### src/rtl/clk_div_ctrl_if.sv
// rtl/clk_div_ctrl_if.sv - ratio-change request/grant bundle between requesters and clk_div_ctrl
interface clk_div_ctrl_if;
  logic [1:0] i_req;
  logic [4:0] i_ratio0;
  logic [4:0] i_ratio1;
  logic [1:0] o_gnt;
  logic       o_err;

  modport master (
    output i_req,
    output i_ratio0,
    output i_ratio1,
    input  o_gnt,
    input  o_err
  );

  modport slave (
    input  i_req,
    input  i_ratio0,
    input  i_ratio1,
    output o_gnt,
    output o_err
  );
endinterface

### src/rtl/clk_div_ctrl.sv
// rtl/clk_div_ctrl.sv - arbitrated, glitch-free divide-ratio changer for an integer clock divider
module clk_div_ctrl #(
  parameter logic [4:0] DEFAULT_RATIO = 5'd8,
  parameter int         SETTLE_CYCLES = 2
) (
  input  logic                 i_ref_clk,
  input  logic                 i_rst_n,
  clk_div_ctrl_if.slave        bus,
  output logic [4:0]           o_div_ratio,
  output logic                 o_clk_en,
  output logic                 o_busy
);

  typedef enum logic [2:0] {
    IDLE,
    WAIT_EDGE,
    DISABLE,
    LOAD,
    SETTLE
  } state_t;

  localparam logic [3:0] SETTLE_LAST = 4'(SETTLE_CYCLES - 1);

  state_t     state;
  state_t     next_state;
  logic [3:0] settle_cnt;
  logic [4:0] mirror_cnt;
  logic [4:0] ratio_q;
  logic [4:0] new_ratio;
  logic [4:0] sel_ratio;
  logic       rr_ptr;
  logic       sel;
  logic       accept;
  logic [1:0] gnt_next;
  logic       err_next;

  // rr_ptr names the requester favoured on a tie; a lone requester always wins
  always_comb begin
    sel       = (bus.i_req == 2'b11) ? rr_ptr : bus.i_req[1];
    sel_ratio = sel ? bus.i_ratio1 : bus.i_ratio0;
  end

  always_ff @(posedge i_ref_clk or negedge i_rst_n) begin
    if (!i_rst_n) begin
      state <= SETTLE;
    end else begin
      state <= next_state;
    end
  end

  // Acceptance is held off while a grant pulse is out, so a requester that
  // only drops its level after seeing the grant is not served twice.
  always_comb begin
    next_state = state;
    accept     = 1'b0;
    gnt_next   = 2'b00;
    err_next   = 1'b0;
    case (state)
      IDLE: begin
        if ((bus.i_req != 2'b00) && (bus.o_gnt == 2'b00)) begin
          accept   = 1'b1;
          gnt_next = sel ? 2'b10 : 2'b01;
          if (sel_ratio < 5'd2) begin
            err_next = 1'b1;
          end else if (sel_ratio != o_div_ratio) begin
            next_state = WAIT_EDGE;
          end
        end
      end
      WAIT_EDGE: begin
        if (mirror_cnt == ratio_q - 5'd1) begin
          next_state = DISABLE;
        end
      end
      DISABLE: next_state = LOAD;
      LOAD:    next_state = SETTLE;
      SETTLE: begin
        if (settle_cnt == SETTLE_LAST) begin
          next_state = IDLE;
        end
      end
      default: next_state = IDLE;
    endcase
  end

  always_ff @(posedge i_ref_clk or negedge i_rst_n) begin
    if (!i_rst_n) begin
      bus.o_gnt   <= 2'b00;
      bus.o_err   <= 1'b0;
      o_busy      <= 1'b1;
      o_clk_en    <= 1'b0;
      o_div_ratio <= DEFAULT_RATIO;
      ratio_q     <= DEFAULT_RATIO;
      new_ratio   <= DEFAULT_RATIO;
      rr_ptr      <= 1'b0;
      mirror_cnt  <= 5'd0;
      settle_cnt  <= 4'd0;
    end else begin
      bus.o_gnt <= gnt_next;
      bus.o_err <= err_next;
      o_busy    <= (next_state != IDLE);
      o_clk_en  <= (next_state == IDLE) || (next_state == WAIT_EDGE);
      ratio_q   <= o_div_ratio;

      if (accept) begin
        new_ratio <= sel_ratio;
        rr_ptr    <= ~sel;
      end

      if (next_state == LOAD) begin
        o_div_ratio <= new_ratio;
      end

      // Mirrors the divider's own phase counter, which only runs while enabled
      if (state == LOAD) begin
        mirror_cnt <= 5'd0;
      end else if (o_clk_en) begin
        if (mirror_cnt >= ratio_q - 5'd1) begin
          mirror_cnt <= 5'd0;
        end else begin
          mirror_cnt <= mirror_cnt + 5'd1;
        end
      end

      if ((state == SETTLE) && (next_state == SETTLE)) begin
        settle_cnt <= settle_cnt + 4'd1;
      end else begin
        settle_cnt <= 4'd0;
      end
    end
  end

endmodule

### src/flat_wrapper.sv
// flat-port wrapper written by rule: the top's interface ports become plain ports
module clk_div_ctrl_flat 
#(
  parameter logic [4:0] DEFAULT_RATIO = 5'd8,
  parameter int         SETTLE_CYCLES = 2
)
  (i_ref_clk, i_rst_n, o_div_ratio, o_clk_en, o_busy, bus_i_req, bus_i_ratio0, bus_i_ratio1, bus_o_gnt, bus_o_err);
  clk_div_ctrl_if bus_i ();
  input  logic i_ref_clk;
  input  logic i_rst_n;
  output logic [4:0] o_div_ratio;
  output logic o_clk_en;
  output logic o_busy;
  input wire logic [$bits(bus_i.i_req)-1:0] bus_i_req;
  input wire logic [$bits(bus_i.i_ratio0)-1:0] bus_i_ratio0;
  input wire logic [$bits(bus_i.i_ratio1)-1:0] bus_i_ratio1;
  output wire logic [$bits(bus_i.o_gnt)-1:0] bus_o_gnt;
  output wire logic [$bits(bus_i.o_err)-1:0] bus_o_err;
  assign bus_i.i_req = bus_i_req;
  assign bus_i.i_ratio0 = bus_i_ratio0;
  assign bus_i.i_ratio1 = bus_i_ratio1;
  assign bus_o_gnt = bus_i.o_gnt;
  assign bus_o_err = bus_i.o_err;
  clk_div_ctrl #(.DEFAULT_RATIO(DEFAULT_RATIO), .SETTLE_CYCLES(SETTLE_CYCLES)) u_core (.i_ref_clk(i_ref_clk), .i_rst_n(i_rst_n), .bus(bus_i), .o_div_ratio(o_div_ratio), .o_clk_en(o_clk_en), .o_busy(o_busy));
endmodule
### config.mk
export PLATFORM = sky130hd
export DESIGN_NAME = clk_div_ctrl_flat
export DESIGN_NICKNAME = d
export VERILOG_FILES = /design/src/rtl/clk_div_ctrl_if.sv /design/src/rtl/clk_div_ctrl.sv /design/src/flat_wrapper.sv
export SDC_FILE = /design/constraint.sdc
export NUM_CORES = 1
export LEC_CHECK = 0
export ABC_AREA = 1
export CAP_MARGIN = 20
export CORE_ASPECT_RATIO = 2
export CORE_MARGIN = 4
export CORE_UTILIZATION = 35
export CTS_CLUSTER_DIAMETER = 120
export DETAILED_ROUTE_END_ITERATION = 10
export PLACE_DENSITY = 0.69
export REMOVE_ABC_BUFFERS = 1
export SLEW_MARGIN = 20
export SYNTH_ARGS = -nofsm -noshare
export SYNTH_HDL_FRONTEND = slang
export SYNTH_SLANG_ARGS = --single-unit
### constraint.sdc
create_clock -name i_ref_clk -period 1.7 [get_ports i_ref_clk]
set_input_delay 0.34 -clock i_ref_clk [delete_from_list [all_inputs] [get_ports i_ref_clk]]
set_output_delay 0.34 -clock i_ref_clk [all_outputs]
set_load 0.01 [all_outputs]
### Word level (Yosys, flattened, before mapping)

Cells that the tools add are included.

* flip-flop bits (word level): 33

* add/sub/neg operators: 3
* order comparisons: 2
* eq/ne operators: 11
* muxes and demuxes: 20
* bitwise operators: 1
* reductions and logical operators: 9

Operators with widths (number)
* $mux W5: 4
* $mux W3: 5
* $pmux W3 S5: 1
* $eq A3 B2 Y1 const B: 3
* $eq A3 B1 Y1 const B: 2
* $eq A3 B3 Y1 const B: 2
* $logic_not A3 Y1: 2
* $mux W1: 6
* $mux W2: 3
* $add A5 B1 Y5 const B: 1
* $eq A5 B5 Y1: 1
* $ge A5 B5 Y1: 1
* $lt A5 B2 Y1 const B: 1
* $ne A5 B5 Y1: 1
* $sub A5 B1 Y5 const B: 1
* $add A4 B1 Y4 const B: 1
* $eq A4 B1 Y1 const B: 1
* $mux W4: 1
* $reduce_bool A2 Y1: 2
* $reduce_bool A3 Y1: 1
* $eq A2 B2 Y1 const B: 1
* $logic_and A1 B1 Y1: 2
* $logic_not A2 Y1: 1
* $logic_or A1 B1 Y1: 1
* $not A1 Y1: 1

### Longest topological paths before layout

Gate-level depths: netlist (run 1).

* word-level depth: 11
* gate-level depth with buffers: 11
* mapped depth without buffers: 11

### Least setup slack after synthesis (run 1)

OpenSTA, ideal clock, no wires.

* path kind: register -> register
* start: register u_core.ratio_q[0]
* end: register u_core.o_busy
* setup time: 64 ps
* arrival time: 1713 ps
* required time: 1636 ps
* setup slack: -78 ps
* stages on the path, launching flop included: 12
* path buffers: 0
* clock period less this slack: 1778 ps
* cells stage by stage: dfrtp_1 > inv_1 > ha_1 > nand2_1 > xor2_1 > ha_1 > nand2_1 > nor2_1 > nand2_1 > o31ai_2 > nor2_2 > nand3_1

* cells in the longest elaborated chain, start to end: 5

Ends and longest elaborated chain
* from (decl): RTL line clk_div_ctrl.sv:28 `logic [4:0] ratio_q;`
* from (signal assigned): RTL line clk_div_ctrl.sv:103 `ratio_q <= o_div_ratio;`
* $sub A5 B1 Y5: RTL line clk_div_ctrl.sv:71 `if (mirror_cnt == ratio_q - 5'd1) begin`
* $eq A5 B5 Y1: RTL line clk_div_ctrl.sv:71
* $mux W3: RTL line clk_div_ctrl.sv:71
* $pmux W3 S5: RTL line clk_div_ctrl.sv:58 `case (state)`
* via u_core.next_state[1]: RTL line clk_div_ctrl.sv:25 `state_t next_state;`
* $reduce_bool A3 Y1: RTL line clk_div_ctrl.sv:101 `o_busy <= (next_state != IDLE);`
* to (signal assigned): RTL line clk_div_ctrl.sv:101
* to (decl): RTL line clk_div_ctrl.sv:11 `output logic o_busy`

The timed path passes the listed nets, and every way through them passes these cells.
A chain may end at the register's enable or synchronous reset.

### Worst setup path after layout (run 1)

* start: register u_core.ratio_q[2]
* end: register u_core.mirror_cnt[3]

* cells in the longest elaborated chain, start to end: 5

Ends and longest elaborated chain
* $sub A5 B1 Y5: RTL line clk_div_ctrl.sv:118 `if (mirror_cnt >= ratio_q - 5'd1) begin`
* $ge A5 B5 Y1: RTL line clk_div_ctrl.sv:118
* $mux W5: RTL line clk_div_ctrl.sv:118
* $mux W5: RTL line clk_div_ctrl.sv:117 `end else if (o_clk_en) begin`
* $mux W5: RTL line clk_div_ctrl.sv:115 `if (state == LOAD) begin`
* to (signal assigned): RTL line clk_div_ctrl.sv:121 `mirror_cnt <= mirror_cnt + 5'd1;`
* to (decl): RTL line clk_div_ctrl.sv:27 `logic [4:0] mirror_cnt;`

Every way passes these cells. The select of a mux whose other input is x is not followed.

==> summary by stage, run 1 <==
Power and ir drop
The total power is just over 4 mW. The proportion of power drawn by combinational gates is 0.474. The analysis attributes to cell leakage a power of between 1 and 1.5 nW. Of the total power, the share spent switching nets is 0.385.

Across the VDD grid, the largest voltage drop is between 1 and 1.5 mV. The power density relative to cell area is approximately 1800 nW/µm². The clock network fraction of design power is 0.187. The share of total power dissipated in sequential elements is 0.338. The cell internal power dissipation is approximately 2.5 mW. The switching power total is between 1.5 and 2 mW.

Drt
In the routed layout, each cell is associated on average with a via count of 4.92. The first TritonRoute pass finished after 4 iterations. The detail-routed net length per standard cell is roughly 12 µm. After detailed routing, the number of remaining DRC violations is 0. The final routed wirelength across all metal layers is about 3.6 mm. The via total after detailed routing is between 1000 and 1500. The number of violations reported at the end of detailed-routing iteration 0 is 25. In this run the remaining antenna-violating nets after routing total 0.

STA
The worst pin sits at a relative slew slack of 0.726. The worst path in the final design needs a cycle of 1860 ps, including I/O delays and setup. The final worst slack is -157 ps. Setup repair after global routing could not meet its margin everywhere. The hold violation count in the final report came to 0. At the pin with the least slew margin, the transition time is between 400 and 500 ps.

The total count of max-transition violations in the final report is 0. The post-route fraction of the period consumed by the critical path is 1.09. Between clock sinks in the finished design, the worst skew comes to about 6 ps.

Timing would allow up to approximately 0.54 GHz. Setup violations remaining at the end of the flow were counted as 9.

Final layout
In the final layout, the share of cells above drive strength 1 is 0.259. After the last flow step, the layout net total stands at approximately 260. The library cell used most frequently in the layout, excluding fill and tap cells, is sky130_fd_sc_hd__nand2_1.

The final cell utilization of the core is 0.491. 0 antenna diodes ended up in the layout. In the layout the commonest cells are sky130_fd_sc_hd__nand2_1 (42), sky130_fd_sc_hd__dfrtp_1 (28), sky130_fd_sc_hd__clkdlybuf4s50_1 (21).

Compared with the post-synthesis result, the final layout area differs by 35.0%.

GRT
The number of global-route vias before repair was approximately 1500. The first global-routing pass estimated ~6 mm of wire. The remaining global-route overflow is 0. The pin count of the biggest net entering global routing is 34. The total global-route track usage is 0.128. The initial antenna violation count is 0.

Critical path
The worst register-to-register path begins at u_core.ratio_q[2]$_DFF_PN0_. Data on the critical path is required at its endpoint by ~1900 ps. The maximum fanout along the worst path is 4.

The startpoint class of the critical path is a register. The worst setup path is captured at a register. Across all register-to-register paths, the minimum setup slack is -160 ps.

In this run the critical register-to-register path is captured at u_core.mirror_cnt[3]$_DFFE_PN0P_. The class of the most critical setup path is register to register. The depth of the worst register-to-register path is 10. STA puts the critical path data arrival time at 2060 ps.

Synth
The number of different library cells in the post-synthesis netlist is 29. A synthesized cell averages between 8 and 9 µm². Synthesis produced a netlist whose cell count is around 200. The number of synthesis warnings is 0. The number of flops mapped to enable cells by yosys is 0.

Yosys attributes the largest share of cell area to sky130_fd_sc_hd__dfrtp_1 (41%), sky130_fd_sc_hd__nand2_1 (9.9%), sky130_fd_sc_hd__dfstp_2 (7.7%). In the synthesized netlist the dominant register cell turns out to be sky130_fd_sc_hd__dfrtp_1. The share of synthesized area in the top cell type comes to 0.411. The share of the Yosys chip area taken by registers is 0.488. For this run, asynchronously set or reset flops after synthesis account for 1.00.

The flop and latch count out of synthesis is 33. The synthesized area is 1710 µm². Of all cell types, the one taking the most synthesized area is sky130_fd_sc_hd__dfrtp_1.

Floorplan
The effective utilization at floorplan is 0.364. The height of the die is around 110 µm. The area enclosed by the die boundary is ~6000 µm². The floorplan step defined a core boundary enclosing between 4000 and 5000 µm². The site row count is 35. Pin placement for this block handled 24 I/O pins. The horizontal die dimension is approximately 57 µm.

CTS
TritonCTS created 5 clock buffers. The clock tree from TritonCTS is built. The H-tree was split into 2 levels. The later pin in the worst-skew pair is clocked with a latency of around 280 ps. The library cell used as clock root buffer is sky130_fd_sc_hd__clkbuf_8. After clock tree synthesis, the clock-pin slew on the worst setup and hold paths is approximately 70 ps. Counting along the longest clock path gives a buffer depth of 2. The clock net in this run drives a total of 33 sinks.

Hold path
The tightest min-delay check is of the register to register type. Counting instances, the worst hold path has a depth of 0. The startpoint of the most critical hold path is u_core.o_div_ratio[3]$_DFFE_PN1N_. The sink of the worst hold path is u_core.ratio_q[3]$_DFF_PN1_.

Placed design
The count of buffers added on input and output ports is 23. The congestion estimate from routability-driven global placement came to ~0.8. Detailed placement finished with a half-perimeter wire length of roughly 2.8 mm.

Run
Across the run, the number of max-cap violations was 0.

Outcome
The checks that failed: negative setup slack. The flow ran to the end, but the final reports show violations.
[state kept, by name (all words and copies together), names as in the netlist]
signal              count
u_core.rr_ptr           1
u_core.o_clk_en         1
u_core.bus.o_err        1
u_core.o_div_ratio      5
u_core.o_busy           1
u_core.new_ratio        5
u_core.bus.o_gnt        2
u_core.settle_cnt       4
u_core.mirror_cnt       5
u_core.state            3
u_core.ratio_q          5
[critical path, stage by stage (launching register included)]
cell	delay (ps)
sky130_fd_sc_hd__dfrtp_1	400
sky130_fd_sc_hd__nor3_2	200
sky130_fd_sc_hd__xnor2_1	150
sky130_fd_sc_hd__ha_1	270
sky130_fd_sc_hd__buf_4	140
sky130_fd_sc_hd__nand2_1	70
sky130_fd_sc_hd__nor2_2	60
sky130_fd_sc_hd__buf_4	130
sky130_fd_sc_hd__a21oi_4	160
sky130_fd_sc_hd__nand2_2	90
sky130_fd_sc_hd__o22ai_1	110
[cells in the mapped netlist (2+ instances only)]
| cell | count |
|---|---|
| sky130_fd_sc_hd__nor3_2 | 4 |
| sky130_fd_sc_hd__o21ai_0 | 5 |
| sky130_fd_sc_hd__nand2_1 | 45 |
| sky130_fd_sc_hd__xor2_1 | 3 |
| sky130_fd_sc_hd__dfstp_2 | 5 |
| sky130_fd_sc_hd__inv_1 | 18 |
| sky130_fd_sc_hd__nand3b_1 | 2 |
| sky130_fd_sc_hd__a21oi_1 | 6 |
| sky130_fd_sc_hd__ha_1 | 9 |
| sky130_fd_sc_hd__inv_2 | 7 |
| sky130_fd_sc_hd__dfrtp_1 | 28 |
| sky130_fd_sc_hd__buf_4 | 2 |
| sky130_fd_sc_hd__nand2_4 | 2 |
| sky130_fd_sc_hd__xnor2_1 | 4 |
| sky130_fd_sc_hd__nor2_2 | 4 |
| sky130_fd_sc_hd__nand3_1 | 19 |
| sky130_fd_sc_hd__o21ai_1 | 5 |
| sky130_fd_sc_hd__nor2_1 | 16 |
[logic make-up after synthesis]
group / after synthesis / synth area share
DFF: 33 / 0.488
and+or+nand+nor: 98 / 0.277
AOI/OAI and AO/OA: 20 / 0.0668
buffers and inverters: 28 / 0.0660
xor gates and xnor gates: 7 / 0.0360
adders and majority gates: 9 / 0.0660
[final cells by class]
type	count	area [µm²]
fillers	433	2380
multi-input cells	134	823
well taps	55	68.8
clock inverters	2	37.5
repair buffers	38	360
clock buffers	6	82.6
flip-flops and latches	33	832
inverters	26	97.6
[power groups by stage]
stage / logic (mW) / clock network (mW) / registers, mW
4_1_cts: 1.87 / 0.783 / 1.39
3_5_place_dp: 1.70 / 0 / 1.38
6_report: 1.95 / 0.772 / 1.39
3_3_place_gp: 1.65 / 0 / 1.38
2_1_floorplan: 1.02 / 0 / 1.36
5_1_grt: 2.18 / 0.819 / 1.43
[metal layers]
metal,global-route usage,up-vias,part of all wire,wire (µm)
met4,0.0846,0,0.043,154
li1,-,713,-,-
met1,0.111,676,0.33,1180
met2,0.244,43,0.58,2080
met3,0.0313,14,0.051,183
met5,0,-,0,0
[worst max path at each step]
stage,startpoint,end,slack [ps]
floorplan,u_core.ratio_q[0]$_DFF_PN0_,u_core.o_busy$_DFF_PN1_,-80
CTS,u_core.ratio_q[1]$_DFF_PN0_,u_core.o_busy$_DFF_PN1_,-170
global route,u_core.ratio_q[2]$_DFF_PN0_,u_core.mirror_cnt[2]$_DFFE_PN0P_,-300
finish,u_core.ratio_q[2]$_DFF_PN0_,u_core.mirror_cnt[3]$_DFFE_PN0P_,-160
global placement,u_core.ratio_q[0]$_DFF_PN0_,u_core.o_busy$_DFF_PN1_,-210
detailed placement,u_core.ratio_q[0]$_DFF_PN0_,u_core.o_busy$_DFF_PN1_,-220
[per-stage QoR]
stage,std cells,instance area [µm²],setup WS (ps),hold WS (ps),setup TNS (ps)
after floorplan,193,1690,-77.5,44.4,-219
after global placement,284,2100,-212,392,-1540
after detailed placement,284,2100,-222,394,-1820
after CTS,293,2280,-169,396,-1260
after global routing,294,2300,-302,412,-2300
final,294,2300,-157,396,-1110
[what timing repair did]
item | CTS | global route
setup buffers | 1 | 1
hold buffers | 0 | 0
gates resized for setup | 14 | 6
pin swaps | 14 | 12
setup endpoints to repair | 10 | 10
Power figures use the tool's default switching activity.
==> inputs of run 2 (changes only) <==
--- a/config.mk
+++ b/config.mk
@@ -8,7 +8,7 @@
 export ABC_AREA = 1
 export CAP_MARGIN = 20
 export CORE_ASPECT_RATIO = 2
-export CORE_MARGIN = 4
+export CORE_MARGIN = 2
 export CORE_UTILIZATION = 35
 export CTS_CLUSTER_DIAMETER = 120
 export DETAILED_ROUTE_END_ITERATION = 10
==> run 2 against run 1 <==
The run still ends with negative setup slack left; die area decreased by 10%; power decreased by 4.7%; core utilization decreased by 1.5 points; count of clock-buffer cells in the layout increased by 1; worst setup slack got worse by 48 ps; combinational power about the same; largest cell class is now multi-input gates; highest routed layer unchanged.
==> summary by stage, run 2 (synthesis results as in run 1) <==
Outcome
The flow ran to the end, but the final reports show violations. The checks that failed: negative setup slack.

Final layout
The top cell types in the final layout, fill and taps aside, are sky130_fd_sc_hd__nand2_1 (40), sky130_fd_sc_hd__dfrtp_1 (28), sky130_fd_sc_hd__clkdlybuf4s50_1 (21). The total number of nets in the final design is 260 (-0.38%). The most common cell after layout, fill and taps aside is sky130_fd_sc_hd__nand2_1. The share of cells above drive strength 1 is 0.270 (+0.0106). The final cell utilization of the core is 0.476 (-0.0149). The antenna diode count came to 0 (unchanged).

Compared with the post-synthesis result, the final layout area differs by 33.4%. The post-layout instance count excluding filler cells is 294 (unchanged).

CTS
The total number of clock tree sinks is 33 (unchanged). The CTS buffer count is 5 (unchanged). The insertion delay of the later-clocked pin in the worst-skew pair was 290 ps (about the same).

The clock transition at the registers of the reported paths was 70 ps (about the same). The library cell used as clock root buffer is sky130_fd_sc_hd__clkbuf_8. The H-tree depth is 2 (unchanged). TritonCTS built the clock tree. The largest buffer count on any clock path is 2 (unchanged).

STA
The post-route fraction of the period consumed by the critical path is 1.12 (+0.0281). The final worst slack came to -205 ps (-47.7 ps). Setup repair after global routing could not meet its margin everywhere.

The total count of max-transition violations in the final report is 0 (unchanged). The maximum clock frequency is 0.525 GHz (-2.5%). The largest clock skew in the final design was 8.90 ps (+2.97 ps). The hold violation count in the final report is 0 (unchanged). The sum of negative setup slack is -1290 ps (-172 ps). The actual transition at the worst max-transition pin is 546 ps (+138 ps). The shortest period the worst path allows came to 1910 ps (+47.7 ps). The max-slew headroom at the worst pin is 0.634 (-0.0924). The count of endpoints failing setup in the final report came to 9 (unchanged).

Drt
The amount of wire on met2 after detailed routing is 1.83 mm (-12%). The via total after detailed routing is 1371 (-5.2%). The detail-routed net length per standard cell is 12.0 µm (-2.0%). The antenna violation net count after detailed routing was 0 (unchanged). The first-pass iteration count of the detailed router is 4 (unchanged). The number of remaining DRC errors is 0 (unchanged). The final routed wirelength across all metal layers was 3.52 mm (-2.0%). The routed length on met1 is 1.47 mm (+25%). The top routing layer in use is met4.

The number of violations reported at the end of detailed-routing iteration 0 was 26 (+4.0%). The post-detailed-route via-to-cell ratio came to 4.66 (-5.2%). The met3 wire length came to 147 µm (-20%).

Floorplan
The site row count is 36 (+2.9%). The horizontal die dimension is 53.4 µm (-7.0%). The placeable core region is 4770 µm² (+1.9%).

The height of the die is 103 µm (-3.7%). The number of I/O pins was 24 (unchanged). The effective utilization at floorplan is 0.357 (-0.00677). The area enclosed by the die boundary is 5480 µm² (-10%).

Power and ir drop
The switching power total is 1.57 mW (-1.0%). The switching share of power is 0.400 (+0.0148). The power density relative to cell area is 1720 nW/µm² (-3.5%). The leakage power came to 1.09 nW (-1.4%). The proportion of power drawn by combinational gates was 0.497 (+0.023). The worst-case vdd ir drop came to 0.997 mV (-3.4%).

The relative contribution of sequential cells to total power is 0.353 (+0.015). The clock network fraction of design power came to 0.149 (-0.038). The cell internal power dissipation was 2.36 mW (-7.0%).

Critical path
The critical path data arrival time was 2110 ps (+50 ps). The maximum fanout along the worst path is 4 (unchanged). The class of the most critical setup path is register to register.

The worst path required time is 1910 ps (about the same). The startpoint class of the critical path is a register. STA classifies the critical path endpoint as a register.

GRT
The total global-route track usage is 0.153 (+0.0241). The remaining global-route overflow was 0 (unchanged). The first-pass GRT wire length is 6.02 mm (-0.35%). The number of global-route vias before repair is 1371 (-6.8%). The initial antenna violation count is 0 (unchanged). The pin count of the biggest net entering global routing is 34 (unchanged).

Run
The max-cap check violation count is 0 (unchanged).

Placed design
The sum of net half-perimeters after detailed placement was 2.58 mm (-6.7%). The number of buffers inserted by port buffering is 23 (unchanged). The routability congestion estimate from global placement is 0.822 (+0.72%). The worst setup slack after placement is -278 ps (-56.1 ps). The number of cells in the design after placement is 284 (unchanged).

Hold path
The worst hold path belongs to the class register to register.
==> run 2: changes by cell type in the layout (fill, tap and decap cells not counted), sizes merged <==
cell      previous run  this run
buf                 15        14
bufinv               1         0
clkbuf               6         7
clkinvlp             1         0
==> run 2: layer usage <==
metal / vias to the layer above / track usage
li1: 713 / -
met2: 30 / 0.251
met5: - / 0
met4: 0 / 0.0710
met3: 6 / 0.0435
met1: 622 / 0.179
==> run 2: final timing paths <==
kind | from | cells after the start | endpoint | slack [ps]
setup / recovery | u_core.ratio_q[0]$_DFF_PN0_ | 10 | u_core.mirror_cnt[3]$_DFFE_PN0P_ | -210
hold / removal | u_core.o_div_ratio[3]$_DFFE_PN1N_ | 0 | u_core.ratio_q[3]$_DFF_PN1_ | 400
min in group asynchronous | i_rst_n | 2 | u_core.ratio_q[4]$_DFF_PN0_ | 450
hold reg to reg | u_core.o_div_ratio[3]$_DFFE_PN1N_ | 0 | u_core.ratio_q[3]$_DFF_PN1_ | 400
max in group asynchronous | i_rst_n | 2 | u_core.state[2]$_DFF_PN1_ | 910
setup reg to reg | u_core.ratio_q[0]$_DFF_PN0_ | 10 | u_core.mirror_cnt[3]$_DFFE_PN0P_ | -210
==> run 2: final cells by class <==
type / count / area [µm²]
tap: 57 / 71.3
fill: 476 / 2500
clock buffer: 7 / 86.3
sequential: 33 / 832
multi-input combinational: 134 / 838
timing repair buffer: 37 / 349
inverter: 26 / 97.6
==> run 2: power groups by stage <==
stage               Clock [mW]  Combinational (mW)  Sequential [mW]
floorplan                    0                1.02             1.36
global placement             0                1.54             1.37
detailed placement           0                1.61             1.38
CTS                      0.609                1.78             1.38
global route             0.640                2.18             1.43
finish                   0.585                1.95             1.39
==> run 2: stage by stage <==
stage               power, mW  hold slack [ps]  cell area (µm²)
finish                   3.92              404             2270
global placement         2.91              385             2090
CTS                      3.78              406             2230
global route             4.25              415             2270
detailed placement       2.99              391             2090
floorplan                2.38             44.4             1690
==> run 2: critical path, cell delays in order, from the launching register on <==
cell and delay [ps]:
sky130_fd_sc_hd__dfrtp_1 400, sky130_fd_sc_hd__nor3_2 220, sky130_fd_sc_hd__xnor2_1 100, sky130_fd_sc_hd__ha_1 340, sky130_fd_sc_hd__nand2_1 80, sky130_fd_sc_hd__inv_1 50, sky130_fd_sc_hd__o21ai_2 130, sky130_fd_sc_hd__nand3_2 120
sky130_fd_sc_hd__a21oi_4 190, sky130_fd_sc_hd__nand2_2 100, sky130_fd_sc_hd__o22ai_2 110
==> run 2: timing repair <==
action                                  CTS  global route
pin swaps                                 9             7
resized for setup                        12            11
buffers inserted                          2             1
hold buffers                              0             0
endpoints found under the setup margin   10            10
==> inputs of run 3 (changes only) <==
--- a/config.mk
+++ b/config.mk
@@ -12,9 +12,9 @@
 export CORE_UTILIZATION = 35
 export CTS_CLUSTER_DIAMETER = 120
 export DETAILED_ROUTE_END_ITERATION = 10
-export PLACE_DENSITY = 0.69
+export PLACE_DENSITY = 0.67
 export REMOVE_ABC_BUFFERS = 1
-export SLEW_MARGIN = 20
+export SLEW_MARGIN = 10
 export SYNTH_ARGS = -nofsm -noshare
 export SYNTH_HDL_FRONTEND = slang
 export SYNTH_SLANG_ARGS = --single-unit
==> constraint.sdc (replaced) <==
create_clock -name i_ref_clk -period 2.1 [get_ports i_ref_clk]
set_input_delay 0.42 -clock i_ref_clk [delete_from_list [all_inputs] [get_ports i_ref_clk]]
set_output_delay 0.42 -clock i_ref_clk [all_outputs]
set_load 0.01 [all_outputs]
==> run 3 against run 2 <==
The flow now finishes without violations; die area unchanged; sequential share of layout area increased by 2.7 points; design area decreased by 6.9%; first-iteration DRC count decreased by 38%; core utilization decreased by 3.3 points; clock skew decreased by 3.8 ps; sequential cell count unchanged; sequential power decreased by 21%; combinational power decreased by 34%; critical path type unchanged; largest cell class is now sequential cells.
==> summary by stage, run 3 (synthesis results as in run 1) <==
Critical path
The depth of the worst register-to-register path is 11 (+1). The worst register-to-register path begins at u_core.ratio_q[0]$_DFF_PN0_. The slack of the worst reg-to-reg path is 150 ps (+360 ps). In this run the critical register-to-register path is captured at u_core.o_busy$_DFF_PN1_. The worst path required time was 2330 ps (+420 ps). The worst setup path is captured at a register.

The class of the most critical setup path is register to register. The worst setup path is launched from a register. The critical path data arrival time came to 2180 ps (+70 ps). The maximum fanout along the worst path is 3 (-1).

GRT
The first-pass GRT wire length was 5.86 mm (-2.6%). The remaining global-route overflow came to 0 (unchanged). The total global-route track usage was 0.146 (-0.00653). The number of global-route vias before repair is 1391 (+1.5%).

The pin count of the biggest net entering global routing is 34 (unchanged). The initial antenna violation count was 0 (unchanged).

Final layout
The area growth from synthesis to layout is 24.1%. The antenna diode count came to 0 (unchanged). The post-layout instance count excluding filler cells is 284 (-3.4%).

The library cell used most frequently in the layout, excluding fill and tap cells, is sky130_fd_sc_hd__nand2_1. The total number of nets in the final design was 249 (-4.2%). Leaving out fill and tap cells, the most frequent cells in the layout are sky130_fd_sc_hd__nand2_1 (44), sky130_fd_sc_hd__dfrtp_1 (28), sky130_fd_sc_hd__clkdlybuf4s50_1 (23). The final cell utilization of the core is 0.443 (-0.0330). The share of cells above drive strength 1 is 0.181 (-0.0894). The fill cell instance count of the final layout is 486 (+2.1%).

Drt
The antenna violation net count after detailed routing came to 0 (unchanged). The post-detailed-route via-to-cell ratio came to 4.81 (+3.1%). The number of violations reported at the end of detailed-routing iteration 0 is 16 (-38%). The number of remaining DRC errors came to 0 (unchanged). The first-pass iteration count of the detailed router is 6 (+2). The final routed wirelength across all metal layers is 3.37 mm (-4.2%). The via total after detailed routing was 1366 (-0.36%). The detail-routed net length per standard cell came to 11.9 µm (-0.86%).

CTS
The number of hold buffers added after cts is 0 (unchanged). The total number of clock tree sinks is 33 (unchanged). The largest buffer count on any clock path is 2 (unchanged). The library cell used as clock root buffer is sky130_fd_sc_hd__clkbuf_8. The insertion delay of the later-clocked pin in the worst-skew pair is 290 ps (about the same). The post-cts repair resize count is 0 (-12). The number of buffers added for setup after CTS was 0 (-2). The clock transition at the registers of the reported paths is 70 ps (about the same). The CTS buffer count is 5 (unchanged).

TritonCTS built the clock tree. The H-tree depth is 2 (unchanged).

Floorplan
The effective utilization at floorplan is 0.357 (unchanged). The number of I/O pins is 24 (unchanged). The height of the die is 103 µm (unchanged).

The area enclosed by the die boundary came to 5480 µm² (unchanged). The site row count is 36 (unchanged). The horizontal die dimension is 53.4 µm (unchanged). The placeable core region is 4770 µm² (unchanged).

Placed design
The number of cells in the design after placement is 276 (-2.8%). The number of buffers inserted by port buffering is 23 (unchanged). The sum of net half-perimeters after detailed placement was 2.63 mm (+1.9%). The routability congestion estimate from global placement is 0.820 (-0.26%).

Power and ir drop
The power density relative to cell area is 1350 nW/µm² (-22%). The leakage power is 1.01 nW (-7.4%). The worst-case vdd ir drop is 0.779 mV (-22%).

STA
The post-route fraction of the period consumed by the critical path is 0.927 (-0.193). The shortest period the worst path allows is 1950 ps (+42.5 ps). The hold violation count in the final report is 0 (unchanged). The count of endpoints failing setup in the final report is 0 (-9). The max-slew headroom at the worst pin came to 0.618 (-0.0165). The maximum clock frequency is 0.513 GHz (-2.2%). The total count of max-transition violations in the final report is 0 (unchanged). The actual transition at the worst max-transition pin is 570 ps (+24.5 ps). The largest clock skew in the final design is 5.11 ps (-3.79 ps).

Outcome
The run finished with clean final reports.

Hold path
The startpoint of the most critical hold path is u_core.o_div_ratio[3]$_DFFE_PN1N_. For hold timing, the worst endpoint is u_core.ratio_q[3]$_DFF_PN1_. The cell count of the worst hold path is 0 (unchanged). The worst min-delay path class is register to register.

Run
The max-cap check violation count is 0 (unchanged).
==> run 3: worst max path at each step <==
stage | from | end | slack, ps | cells after the start
2_1_floorplan | u_core.ratio_q[0]$_DFF_PN0_ | u_core.o_busy$_DFF_PN1_ | 320 | 11
3_3_place_gp | u_core.ratio_q[0]$_DFF_PN0_ | u_core.o_busy$_DFF_PN1_ | 180 | 11
3_5_place_dp | u_core.ratio_q[0]$_DFF_PN0_ | u_core.o_busy$_DFF_PN1_ | 140 | 11
4_1_cts | u_core.ratio_q[0]$_DFF_PN0_ | u_core.o_busy$_DFF_PN1_ | 130 | 11
5_1_grt | u_core.ratio_q[0]$_DFF_PN0_ | u_core.o_busy$_DFF_PN1_ | -30 | 11
6_report | u_core.ratio_q[0]$_DFF_PN0_ | u_core.o_busy$_DFF_PN1_ | 150 | 11
==> run 3: power by group <==
group | switching (mW) | internal (mW)
Combinational | 0.715 | 0.570
Clock | 0.239 | 0.228
Sequential | 0.198 | 0.904
==> run 3: worst max-delay path, cell delays in order (launching register included) <==
cell	delay, ps
sky130_fd_sc_hd__dfrtp_1	380
sky130_fd_sc_hd__inv_1	100
sky130_fd_sc_hd__ha_2	190
sky130_fd_sc_hd__nand2_1	70
sky130_fd_sc_hd__xor2_1	150
sky130_fd_sc_hd__ha_1	310
sky130_fd_sc_hd__nand2_1	70
sky130_fd_sc_hd__nor2_2	140
sky130_fd_sc_hd__nand2_2	100
sky130_fd_sc_hd__o31ai_4	250
sky130_fd_sc_hd__nor2_2	60
sky130_fd_sc_hd__nand3_1	80
==> run 3: area by class of cell <==
class,count,area [µm²],area share
inverter,26,97.6,0.0461
multi-input combinational,134,777,0.367
timing repair buffer,26,253,0.119
tap,57,71.3,0.0337
sequential,33,832,0.393
clock inverter,3,17.5,0.00827
clock buffer,5,68.8,0.0325
==> run 3: per-layer routing <==
layer / share of wire / global-route usage
met1: 0.41 / 0.170
met2: 0.49 / 0.226
met3: 0.061 / 0.0391
met4: 0.033 / 0.103
met5: 0 / 0
==> run 3: metrics by stage <==
stage               hold WS, ps  TNS, ps  setup WS (ps)  power, mW  cell area (µm²)
global route                429    -26.3          -26.3       3.12             2120
global placement            395        0            184       2.31             2010
CTS                         413        0            127       2.84             2100
finish                      409        0            152       2.86             2120
detailed placement          395        0            140       2.36             2010
floorplan                   124        0            322       1.93             1690
